File: src/rtl/uart_msg_tx_pkg.sv
// Shared types and framing helpers for the game-link UART message transmitter.
// Frames are SYNC, type, payload (0-3 bytes) and an XOR checksum over type and payload.
package uart_msg_tx_pkg;

   typedef enum logic [1:0] {
      BALL         = 2'd0,
      MISS         = 2'd1,
      NEW_GAME     = 2'd2,
      NEW_GAME_ACK = 2'd3
   } msg_type_t;

   typedef enum logic [2:0] {
      IDLE     = 3'd0,
      WAIT_CTS = 3'd1,
      START    = 3'd2,
      DATA     = 3'd3,
      PARITY   = 3'd4,
      STOP     = 3'd5
   } tx_state_t;

   localparam logic [7:0] SYNC_BYTE = 8'hA5;

   localparam int unsigned BALL_LEN         = 3;
   localparam int unsigned MISS_LEN         = 2;
   localparam int unsigned NEW_GAME_LEN     = 1;
   localparam int unsigned NEW_GAME_ACK_LEN = 0;

   // sync + type + checksum wrapped around every payload
   localparam int unsigned FRAME_OVERHEAD = 3;
   localparam int unsigned IDX_W          = 3;

   typedef struct packed {
      msg_type_t  mtype;
      logic [8:0] ball_y;
      logic [3:0] velocity_x;
      logic [3:0] velocity_y;
      logic [4:0] my_score;
      logic [4:0] your_score;
      logic       you_should_serve;
      logic       you_serve_first;
   } msg_t;

   function automatic logic [IDX_W-1:0] frame_len(input msg_type_t t);
      logic [IDX_W-1:0] len;
      case (t)
         BALL:     len = IDX_W'(BALL_LEN + FRAME_OVERHEAD);
         MISS:     len = IDX_W'(MISS_LEN + FRAME_OVERHEAD);
         NEW_GAME: len = IDX_W'(NEW_GAME_LEN + FRAME_OVERHEAD);
         default:  len = IDX_W'(NEW_GAME_ACK_LEN + FRAME_OVERHEAD);
      endcase
      return len;
   endfunction

   // Byte at position idx of the frame for message m; the last position is the checksum.
   function automatic logic [7:0] frame_byte(input msg_t m, input logic [IDX_W-1:0] idx);
      logic [7:0]       typ;
      logic [7:0]       pay0;
      logic [7:0]       pay1;
      logic [7:0]       pay2;
      logic [7:0]       chk;
      logic [7:0]       res;
      logic [IDX_W-1:0] last;
      typ  = {6'b0, m.mtype};
      pay0 = 8'h00;
      pay1 = 8'h00;
      pay2 = 8'h00;
      case (m.mtype)
         BALL: begin
            pay0 = {7'b0, m.ball_y[8]};
            pay1 = m.ball_y[7:0];
            pay2 = {m.velocity_x, m.velocity_y};
         end
         MISS: begin
            pay0 = {2'b0, m.you_should_serve, m.my_score};
            pay1 = {3'b0, m.your_score};
         end
         NEW_GAME: pay0 = {7'b0, m.you_serve_first};
         default: ;
      endcase
      // unused payload slots stay zero so they drop out of the XOR
      chk  = typ ^ pay0 ^ pay1 ^ pay2;
      last = frame_len(m.mtype) - IDX_W'(1);
      if (idx == IDX_W'(0))      res = SYNC_BYTE;
      else if (idx == IDX_W'(1)) res = typ;
      else if (idx == last)      res = chk;
      else if (idx == IDX_W'(2)) res = pay0;
      else if (idx == IDX_W'(3)) res = pay1;
      else                       res = pay2;
      return res;
   endfunction

endpackage

File: src/rtl/uart_msg_tx_byte_tx.sv
// Single-byte UART serialiser with per-byte clear-to-send gating and optional even parity.
// done_c flags the last cycle of the final stop bit so the next byte can follow without a gap.
module uart_byte_tx
   import uart_msg_tx_pkg::*;
#(
   parameter int unsigned DIV       = 8,
   parameter int unsigned STOP_BITS = 1,
   parameter int unsigned PARITY_EN = 0
) (
   input  logic       clock,
   input  logic       reset,
   input  logic       go,
   input  logic [7:0] data,
   input  logic       cts_n,
   output logic       busy,
   output logic       done_c,
   output logic       txd
);

   localparam int unsigned CNT_W = (DIV > 2) ? $clog2(DIV) : 1;

   tx_state_t        state;
   logic [CNT_W-1:0] baud_cnt;
   logic [2:0]       bit_cnt;
   logic [7:0]       shreg;
   logic             parity;
   logic             bit_end_c;
   logic             in_bit_c;

   assign in_bit_c  = (state == START) || (state == DATA) || (state == PARITY) || (state == STOP);
   assign bit_end_c = (baud_cnt == CNT_W'(DIV - 1));
   assign done_c    = (state == STOP) && bit_end_c && (bit_cnt == 3'(STOP_BITS - 1));

   always_ff @(posedge clock or posedge reset) begin
      if (reset) begin
         state    <= IDLE;
         baud_cnt <= '0;
         bit_cnt  <= '0;
         shreg    <= '0;
         parity   <= 1'b0;
         busy     <= 1'b0;
         txd      <= 1'b1;
      end else begin
         // every line bit is held for exactly DIV cycles
         if (in_bit_c) begin
            baud_cnt <= bit_end_c ? '0 : baud_cnt + 1'b1;
         end

         case (state)
            IDLE: begin
               txd <= 1'b1;
               if (go) begin
                  shreg  <= data;
                  parity <= ^data;
                  busy   <= 1'b1;
                  state  <= WAIT_CTS;
               end
            end

            WAIT_CTS: begin
               // the peer may hold us off indefinitely between bytes
               if (!cts_n) begin
                  state    <= START;
                  txd      <= 1'b0;
                  baud_cnt <= '0;
               end
            end

            START: begin
               if (bit_end_c) begin
                  bit_cnt <= '0;
                  txd     <= shreg[0];
                  shreg   <= shreg >> 1;
                  state   <= DATA;
               end
            end

            DATA: begin
               if (bit_end_c) begin
                  if (bit_cnt == 3'd7) begin
                     bit_cnt <= '0;
                     if (PARITY_EN != 0) begin
                        txd   <= parity;
                        state <= PARITY;
                     end else begin
                        txd   <= 1'b1;
                        state <= STOP;
                     end
                  end else begin
                     bit_cnt <= bit_cnt + 3'd1;
                     txd     <= shreg[0];
                     shreg   <= shreg >> 1;
                  end
               end
            end

            PARITY: begin
               if (bit_end_c) begin
                  txd   <= 1'b1;
                  state <= STOP;
               end
            end

            STOP: begin
               if (bit_end_c) begin
                  if (done_c) begin
                     bit_cnt <= '0;
                     if (go) begin
                        shreg  <= data;
                        parity <= ^data;
                        state  <= WAIT_CTS;
                     end else begin
                        busy  <= 1'b0;
                        state <= IDLE;
                     end
                  end else begin
                     bit_cnt <= bit_cnt + 3'd1;
                  end
               end
            end

            default: begin
               state <= IDLE;
               busy  <= 1'b0;
               txd   <= 1'b1;
            end
         endcase
      end
   end

endmodule

File: src/rtl/uart_msg_tx.sv
// Game-link message transmitter: latches one message, frames it and streams the bytes
// through uart_byte_tx back to back, pulsing message_sent after the last stop bit.
module uart_msg_tx
   import uart_msg_tx_pkg::*;
#(
   parameter int unsigned CLK_HZ    = 50000000,
   parameter int unsigned BAUD      = 115200,
   parameter int unsigned STOP_BITS = 1,
   parameter int unsigned PARITY_EN = 0
) (
   input  logic       clock,
   input  logic       reset,
   input  logic       send_new_message,
   input  logic [1:0] msg_type,
   input  logic [8:0] ball_y_tx,
   input  logic [3:0] velocity_x_tx,
   input  logic [3:0] velocity_y_tx,
   input  logic [4:0] my_score_tx,
   input  logic [4:0] your_score_tx,
   input  logic       you_should_serve_tx,
   input  logic       you_serve_first_tx,
   input  logic       cts_n,
   output logic       ready,
   output logic       message_sent,
   output logic       UART_TXD
);

   localparam int unsigned DIV = CLK_HZ / BAUD;

   msg_t             msg_q;
   logic [IDX_W-1:0] idx_q;

   logic             accept_c;
   logic             last_byte_c;
   logic             byte_go_c;
   logic [7:0]       byte_data_c;
   logic             byte_busy;
   logic             byte_done_c;

   assign accept_c    = send_new_message && ready && !byte_busy;
   assign last_byte_c = (idx_q == frame_len(msg_q.mtype) - IDX_W'(1));

   // first byte is always SYNC, so it can be issued straight from the request
   assign byte_go_c   = accept_c || (byte_done_c && !last_byte_c);
   assign byte_data_c = ready ? SYNC_BYTE : frame_byte(msg_q, idx_q + IDX_W'(1));

   always_ff @(posedge clock or posedge reset) begin
      if (reset) begin
         ready        <= 1'b1;
         message_sent <= 1'b0;
         msg_q        <= '0;
         idx_q        <= '0;
      end else begin
         message_sent <= 1'b0;
         if (accept_c) begin
            msg_q <= '{
               mtype:            msg_type_t'(msg_type),
               ball_y:           ball_y_tx,
               velocity_x:       velocity_x_tx,
               velocity_y:       velocity_y_tx,
               my_score:         my_score_tx,
               your_score:       your_score_tx,
               you_should_serve: you_should_serve_tx,
               you_serve_first:  you_serve_first_tx
            };
            idx_q <= '0;
            ready <= 1'b0;
         end else if (byte_done_c) begin
            if (last_byte_c) begin
               ready        <= 1'b1;
               message_sent <= 1'b1;
            end else begin
               idx_q <= idx_q + IDX_W'(1);
            end
         end
      end
   end

   uart_byte_tx #(
      .DIV       (DIV),
      .STOP_BITS (STOP_BITS),
      .PARITY_EN (PARITY_EN)
   ) u_byte_tx (
      .clock  (clock),
      .reset  (reset),
      .go     (byte_go_c),
      .data   (byte_data_c),
      .cts_n  (cts_n),
      .busy   (byte_busy),
      .done_c (byte_done_c),
      .txd    (UART_TXD)
   );

endmodule
File: config.mk
export PLATFORM = sky130hd
export DESIGN_NAME = uart_msg_tx
export DESIGN_NICKNAME = d
export VERILOG_FILES = /design/src/rtl/uart_msg_tx_pkg.sv /design/src/rtl/uart_msg_tx_byte_tx.sv /design/src/rtl/uart_msg_tx.sv
export SDC_FILE = /design/constraint.sdc
export NUM_CORES = 1
export LEC_CHECK = 0
export CAP_MARGIN = 40
export CORE_ASPECT_RATIO = 0.6
export CORE_MARGIN = 2
export CORE_UTILIZATION = 35
export DETAILED_ROUTE_END_ITERATION = 7
export RECOVER_POWER = 50
export SYNTH_ARGS = -nofsm -noshare
export SYNTH_HDL_FRONTEND = slang
export SYNTH_SLANG_ARGS = --single-unit
File: constraint.sdc
create_clock -name clock -period 3.3 [get_ports clock]
set_clock_uncertainty 0.1 [all_clocks]
set_input_delay 0.66 -clock clock [delete_from_list [all_inputs] [get_ports clock]]
set_output_delay 0.66 -clock clock [all_outputs]
set_load 0.005 [all_outputs]
==> impl_results.md <==
- H-Tree Level Count: 3
- Seq cells post-synth: 61
- DRT Pass-1 Iters: 5
- Outcome: finished, final reports clean
- R2R Path Start: msg_q[30]$_DFFE_PP0P_
- Pint: 2.36 mW
- First-pass GRT wire length: around 15000 microns
- Multi-input gate area: 0.00204 sq mm
- Count of different cell masters after synthesis: 62
- Vias: 3154
- Initial Util: 0.355
- Largest net degree at the start of global routing: 39
- Syn Inst Count: 432
- Clk Latency, worst-skew pair: 0.34 ns
- Fmax: roughly 0.37 GHz
- Total leakage power: 2.07 nW
- Core Util, Final: 0.431
- Compound-cell area share of the yosys netlist: 0.149
- Post-route DRC violation count: 0
- Reg2reg end: u_byte_tx.shreg[1]$_DFFE_PP0P_
- Syn avg cell area: between 8 and 9 sq um
- Switching share of power: 0.398
- CTS root buf: clkbuf_16
- Final period util: 0.818
- Nets: 517
- Initial antenna violation count: 0
- Reg area: 0.00153 sq mm
- Area after DPL: 0.00424 sq mm
- Area Overhead vs Synth: 21.6%
- Clock Path Buffers: 2
- Reg2reg setup slack: 0.60 ns
- Slew Limit Fails: 0
- Register area share after synthesis: 0.413
- Slew headroom: 0.349
- TritonCTS clock tree: built
- # rows: 29
- Hold Buf Count CTS: 0
- GRT Total Usage: 0.174
- Worst-path maximum fanout: 16
- Seq pwr share: 0.355
- Remaining antenna violation count after routing: 0
- Min-Delay Endpoint: msg_q[23]$_DFFE_PP0P_
- Die width: roughly 140 microns
- Post-CTS Setup Inserts: 0
- DR vias/cell: 5.14
- Critical path class: flop to flop
- Total global routing overflow: 0
- Maximum vdd ir drop: slightly below 300 uV
- Clock sinks: slightly above 60
- Hold_sp: msg_q[23]$_DFFE_PP0P_
- EDFF count, synth: 0
- Fraction of layout cells with a size suffix above 1: 0.0737
- CP Launch Type: flop
- Final hold viol count: 0
- Final setup viols: 0
- Max_cap viols: 0
- Setup TNS: 0 ns
- Final worst path period need: 2.70 ns
- Leading register cell type out of synthesis: dfrtp_1
- Die ar.: roughly 0.011 sq mm
- WP data required: 3.41 ns
- Main combinational cell family by area after synthesis: simple AND/OR/NAND/NOR gates
- Mux cell area share after synthesis: 0.0392
- I/O Pins: 38
- Synthesized Nets: 479
- Clk slew on worst S/H paths: around 0.050 ns
- Inst Count DP: 598
- Post-route cell area: 0.00451 sq mm
- # port buffers: 37
- RSZ-0062 raised after global routing: no
- Core Area: 0.0105 sq mm
- Final total power: 3.91 mW
- Arr. time, crit path: between 2 and 3 ns
- Async set or reset register ratio after synthesis: 1.00
- Post-Route WL: 9050 microns
- Fill count: 1031
- CP endpoint kind: flop
- Simple-gate share of the synthesized area: 0.258
- Starting DRT DRC Count: between 200 and 300
- Vias in the first global route: between 3000 and 4000
- CTS buffer count: 9
- Area share of xor/xnor cells in the synthesized design: 0.0628
- Ant. Diodes: 0
- Final Non-Filler Cells: 614
- Reg2Reg Depth: 10
- Die H: 83.7 microns
- Gpl congestion: about 0.9
- Mapped Area: 0.00371 sq mm
- Post-detail-place hpwl: ~6600 microns
- Per-cell routed wire length: roughly 15 microns
- Hold path depth: 2
- PwrDens: between 800 and 900 mW/mm^2
- Warnings, synthesis: 0
- Clock power frac: 0.224
- Worst-Margin Slew: 0.976 ns
- P_sw: between 1.5 and 2 mW
- Part of the power in combinational logic: 0.421
- Synth Area in Adders: 0.0405
- CTS resizes: 0
- Min-Delay Path Class: flop to flop
==> registers in the layout, summed over array words and instances, names as in the netlist <==
register            flops
msg_q                  31
u_byte_tx.baud_cnt      9
u_byte_tx.shreg         8
idx_q                   3
u_byte_tx.bit_cnt       3
u_byte_tx.state         3
message_sent            1
ready                   1
u_byte_tx.busy          1
u_byte_tx.txd           1
==> cell families (layout without fill, tap and decap cells) <==
family	count (synthesis)	after routing
simple gates	208	208
fa+ha+maj	12	12
compound gates	78	78
flops	61	61
xor+xnor	25	25
buf+inv	34	77
mux	14	14
==> worst max-delay path by stage <==
stage	start	to	slack [ns]
6_report	msg_q[30]$_DFFE_PP0P_	u_byte_tx.shreg[1]$_DFFE_PP0P_	0.60
5_1_grt	reset	u_byte_tx.shreg[2]$_DFFE_PP0P_	0.37
4_1_cts	msg_q[30]$_DFFE_PP0P_	u_byte_tx.shreg[1]$_DFFE_PP0P_	0.62
3_5_place_dp	msg_q[30]$_DFFE_PP0P_	u_byte_tx.shreg[1]$_DFFE_PP0P_	0.61
3_3_place_gp	send_new_message	u_byte_tx.state[1]$_DFFE_PP0P_	0.70
2_1_floorplan	msg_q[29]$_DFFE_PP0P_	u_byte_tx.shreg[6]$_DFFE_PP0P_	0.67
==> worst max-delay path, stage by stage (launching register included) <==
cell and delay, ns:
dfrtp_1 0.52, nor2_1 0.16, buf_4 0.16, inv_1 0.09, ha_1 0.35, xor2_1 0.15, nand3_1 0.18, nand3_2 0.21
a21boi_4 0.40, nand2b_1 0.16, o211ai_1 0.08
==> Yosys cell counts (3+ instances only) <==
cell type / n / area [sq um]
dfrtp_1: 59 / 1480
mux2_1: 4 / 45.0
ha_1: 12 / 150
nor3_1: 4 / 20.0
a32oi_1: 3 / 26.3
nand2b_1: 8 / 50.1
clkbuf_1: 9 / 33.8
nor2_1: 38 / 143
buf_2: 5 / 25.0
buf_1: 3 / 11.3
xor2_1: 7 / 61.3
o22ai_1: 6 / 37.5
o21ai_1: 5 / 25.0
nand4_1: 5 / 31.3
o211ai_1: 3 / 22.5
xnor2_1: 17 / 149
nand3_1: 5 / 25.0
nor2b_1: 5 / 31.3
o21ai_0: 8 / 40.0
a21oi_1: 20 / 100
nand2_1: 122 / 458
a31oi_1: 5 / 31.3
mux2i_1: 10 / 100
inv_1: 16 / 60.1
nand3b_1: 3 / 22.5
a221o_1: 3 / 30.0
a211oi_1: 3 / 22.5
==> cell usage in the layout, fill, tap and decap left out, types with 3 or more instances in the layout <==
cell type,netlist,final
a211oi_1,3,3
a21oi_1,20,20
a221o_1,3,3
a31oi_1,5,5
a32oi_1,3,3
buf_4,0,7
clkbuf_16,0,9
clkdlybuf4s50_1,0,36
clkinv_2,0,3
dfrtp_1,59,59
ha_1,12,12
inv_1,16,16
mux2_1,4,4
mux2i_1,10,10
nand2_1,122,122
nand2b_1,8,8
nand3_1,5,5
nand3b_1,3,3
nand4_1,5,5
nor2_1,38,38
nor2b_1,5,5
nor3_1,4,4
o211ai_1,3,3
o21ai_0,8,8
o21ai_1,5,5
o22ai_1,6,6
xnor2_1,17,17
xor2_1,7,7
==> layout make-up <==
class                      instances  area share
clock buffer                      12      0.0569
clock inverter                     4     0.00500
inverter                          16      0.0133
multi-input combinational        337       0.452
sequential                        61       0.339
tap                              139      0.0386
timing repair buffer              45      0.0950
==> power groups by stage <==
stage          combinational, mW  sequential (mW)  clock (mW)
4_1_cts                     1.65             1.38       0.896
6_report                    1.65             1.39       0.876
5_1_grt                     1.86             1.43       0.937
3_3_place_gp                1.61             1.38           0
2_1_floorplan               1.29             1.26           0
3_5_place_dp                1.64             1.38           0
==> per-layer routing <==
metal | routed length [microns] | share of wire | global-route usage | vias up
met2 | 3530 | 0.39 | 0.223 | 91
met3 | 637 | 0.070 | 0.0540 | 7
li1 | - | - | - | 1548
met4 | 89 | 0.0098 | 0.0487 | 0
met1 | 4800 | 0.53 | 0.273 | 1508
met5 | 0 | 0 | 0 | -
==> metrics by stage <==
stage | hold slack, ns | setup WS, ns
3_3_place_gp | 0.360 | 0.701
2_1_floorplan | 0.338 | 0.667
6_report | 0.374 | 0.599
5_1_grt | 0.404 | 0.374
4_1_cts | 0.378 | 0.620
3_5_place_dp | 0.365 | 0.614
No activity file was read; power rests on OpenSTA's default activity.
==> edit, RTL diff (config.mk and constraints unchanged) <==
`PARITY_EN` is set to 0 in 2 places; all go to 1.
--- a/src/rtl/uart_msg_tx_byte_tx.sv
+++ b/src/rtl/uart_msg_tx_byte_tx.sv
@@ -7,3 +7,3 @@
    parameter int unsigned STOP_BITS = 1,
-   parameter int unsigned PARITY_EN = 0
+   parameter int unsigned PARITY_EN = 1
 ) (
--- a/src/rtl/uart_msg_tx.sv
+++ b/src/rtl/uart_msg_tx.sv
@@ -8,3 +8,3 @@
    parameter int unsigned STOP_BITS = 1,
-   parameter int unsigned PARITY_EN = 0
+   parameter int unsigned PARITY_EN = 1
 ) (
Formal check against the unedited RTL: same outputs for any inputs over 10 cycles, from zero or initial values and one cycle with reset high; that may be too few to reach the edited logic, so the function may still have changed.
==> edit against the original RTL <==
The flow now finishes with violations (max-capacitance violations, max-slew violations). Final area up 2.7%. Sequential cell count up 1. Setup slack worse by 410 ps. Area after synthesis up 0.47%. Wire length up 8.5%.
Power is not compared: it rests on default switching activity, and its combinational part moved more than twofold at a synthesized area within 25%.
==> edit: results (changes against the original RTL) <==
Synthesis
  – Seq/Total Area, Yosys: 0.4173 (+0.004780)
  – Syn nets: 493 (+2.9%)
  – Ys flop type: dfrtp_1
  – Post-synth cell types: 52 (-16%)
  – Synth cell count leaders: 127 x nand2_1, 60 x dfrtp_1, 31 x nor2_1, 25 x o21ai_0
  – Area contributors post-synth: dfrtp_1 40%, nand2_1 13%, ha_1 4.0%
  – Asr flop ratio synth: 1.000 (unchanged)
  – Ys Warns: 0 (unchanged)

Final layout
  – Share of layout cells above drive strength 1: 0.08617 (+0.01249)
  – Layout Nets: 542 (+4.8%)
  – Diodes inserted: 0 (unchanged)
  – Regs by FF count: msg_q x31, u_byte_tx.baud_cnt x9, u_byte_tx.shreg x8

Critical path
  – Reg2Reg Depth: 11 (+1)
  – Reg2reg start: idx_q[0]
  – Reg-to-reg slack, setup: 190 ps (-410 ps)
  – R2r endpoint: u_byte_tx.parity
  – Arrival time worst endpoint: 3270 ps (+460 ps)
  – Crit path max fanout: 11 (-5)

Global route
  – Pin count of the biggest net entering global routing: 37 (-5.1%)
  – Initial antenna violation count: 0 (unchanged)
  – Number of global-route vias before repair: 3,151 (+4.5%)
  – All-Layer GR Usage: 0.1864 (+0.01272)
  – Global-route wire length before repair: 16,570 µm (+7.3%)

Worst hold path
  – Min-delay src: u_byte_tx.shreg[1]
  – HP Class: flop to flop
  – Hold endpoint: u_byte_tx.shreg[1]
  – Hold depth: 1 (-1)

Power
  – Int Pwr: 1341 µW
  – VDD IR max: 0.2154 mV
  – Leak: 0.002112 µW

Placed design
  – Port bufs: 37 (unchanged)
  – Hpwl dp: 7196 µm (+9.8%)
  – Gpl congestion: 0.8697 (-2.9%)

Clock tree
  – Root Buffer: clkbuf_16
  – Worst-path clk slew: 50 ps (about the same)
  – Setup bufs post-CTS: 0 (unchanged)
  – Clock Tree Buf Depth: 2 (unchanged)
  – Clock Latency Late Sink: 340 ps (about the same)
  – H-Tree Depth: 3 (unchanged)

STA
  – Final Slew Violations: 101 (+101)
  – Worst slew margin: -0.1563 (-0.5049)

Detailed routing
  – First DRT Iteration DRCs: 300 (+19%)
  – Routed WL per cell: 15.40 µm (+4.5%)
  – Drt first pass iters: 5 (unchanged)
  – Routed vias/inst: 5.154 (+0.33%)

Outcome
  – Failing checks: max-capacitance violations, max-slew violations
  – Outcome: complete, but fails checks

Run
  – Max cap viols: 3 (+3)
## edit: cell count changes after synthesis, sizes merged, moves of 5 or more
| cell | before | now |
|---|---|---|
| xor2 | 7 | 12 |
| a21oi | 20 | 15 |
| nor2 | 39 | 31 |
| xnor2 | 17 | 11 |
| nand3 | 6 | 15 |
| o21ai | 14 | 27 |
| clkbuf | 9 | 16 |
## edit: area by class of cell
class / instances / area [µm²]
clock buffers: 14 / 264.0
multi-input cells: 347 / 2046
flip-flops and latches: 62 / 1554
well taps: 139 / 173.9
repair buffers: 59 / 524.3
fillers: 1036 / 5823
clock inverters: 1 / 5.005
inverters: 16 / 60.06
## edit: cell families after synthesis
logic type | after synthesis | share of synthesized area
buffers and inverters | 37 | 0.03931
XOR/XNOR | 26 | 0.07224
AO/OA/AOI/OAI | 86 | 0.1519
multiplexers | 12 | 0.03226
flip-flops | 62 | 0.4173
adder cells (fa/ha/maj) | 12 | 0.04032
AND/OR/NAND/NOR | 211 | 0.2466
## edit: stage by stage
| stage | std cells | hold WS, ps | area (µm²) | setup slack, ps | utilization |
|---|---|---|---|---|---|
| 2_1_floorplan | 446 | 344.5 | 3729 | 4.746 | - |
| 3_3_place_gp | 623 | 358.3 | 4354 | 240.3 | 0.4167 |
| 3_5_place_dp | 623 | 368.3 | 4354 | 89.24 | 0.4167 |
| 4_1_cts | 638 | 380.1 | 4623 | 76.20 | 0.4424 |
| 5_1_grt | 638 | 390.9 | 4627 | 47.80 | 0.4428 |
| 6_report | 638 | 376.0 | 4627 | 188.7 | 0.4428 |
## edit: repair_timing
| item | 4_1_cts | 5_1_grt |
|---|---|---|
| hold buffers | 0 | 0 |
| endpoints found under the setup margin | 0 | 1 |
| resized for setup | 0 | 3 |
## edit: how the worst max path moves through the flow
stage                          from          endpoint  slack (ps)
after floorplan           msg_q[29]  u_byte_tx.parity           5
after global placement    msg_q[29]  u_byte_tx.parity         240
after detailed placement  msg_q[29]  u_byte_tx.parity          90
after CTS                 msg_q[29]  u_byte_tx.parity          80
after global routing       idx_q[0]  u_byte_tx.parity          50
final                      idx_q[0]  u_byte_tx.parity         190
## edit: metal layers
metal  vias up  GRT usage  routed length [µm]
met1      1549     0.2935                5205
met2       109     0.2433                3888
li1       1621          -                   -
met5         -          0                   0
met4         0    0.04780                  96
met3         9    0.05343                 637
## edit: critical path: stages, from the launching register on
cell and delay [ps]:
dfrtp_1 450, ha_2 260, xnor2_1 130, buf_4 180, and2_1 180, buf_4 160
a32oi_1 180, nand2_1 70, o21ai_0 330, xnor3_1 490, xnor3_1 380, o21ai_1 120
## edit: power by group through the flow
stage	clock network (µW)	registers (µW)	logic (µW)
4_1_cts	883	761	60.7
3_5_place_dp	0	774	60.5
3_3_place_gp	0	774	59.8
5_1_grt	922	761	63.1
6_report	866	762	56.9
2_1_floorplan	0	774	12.1
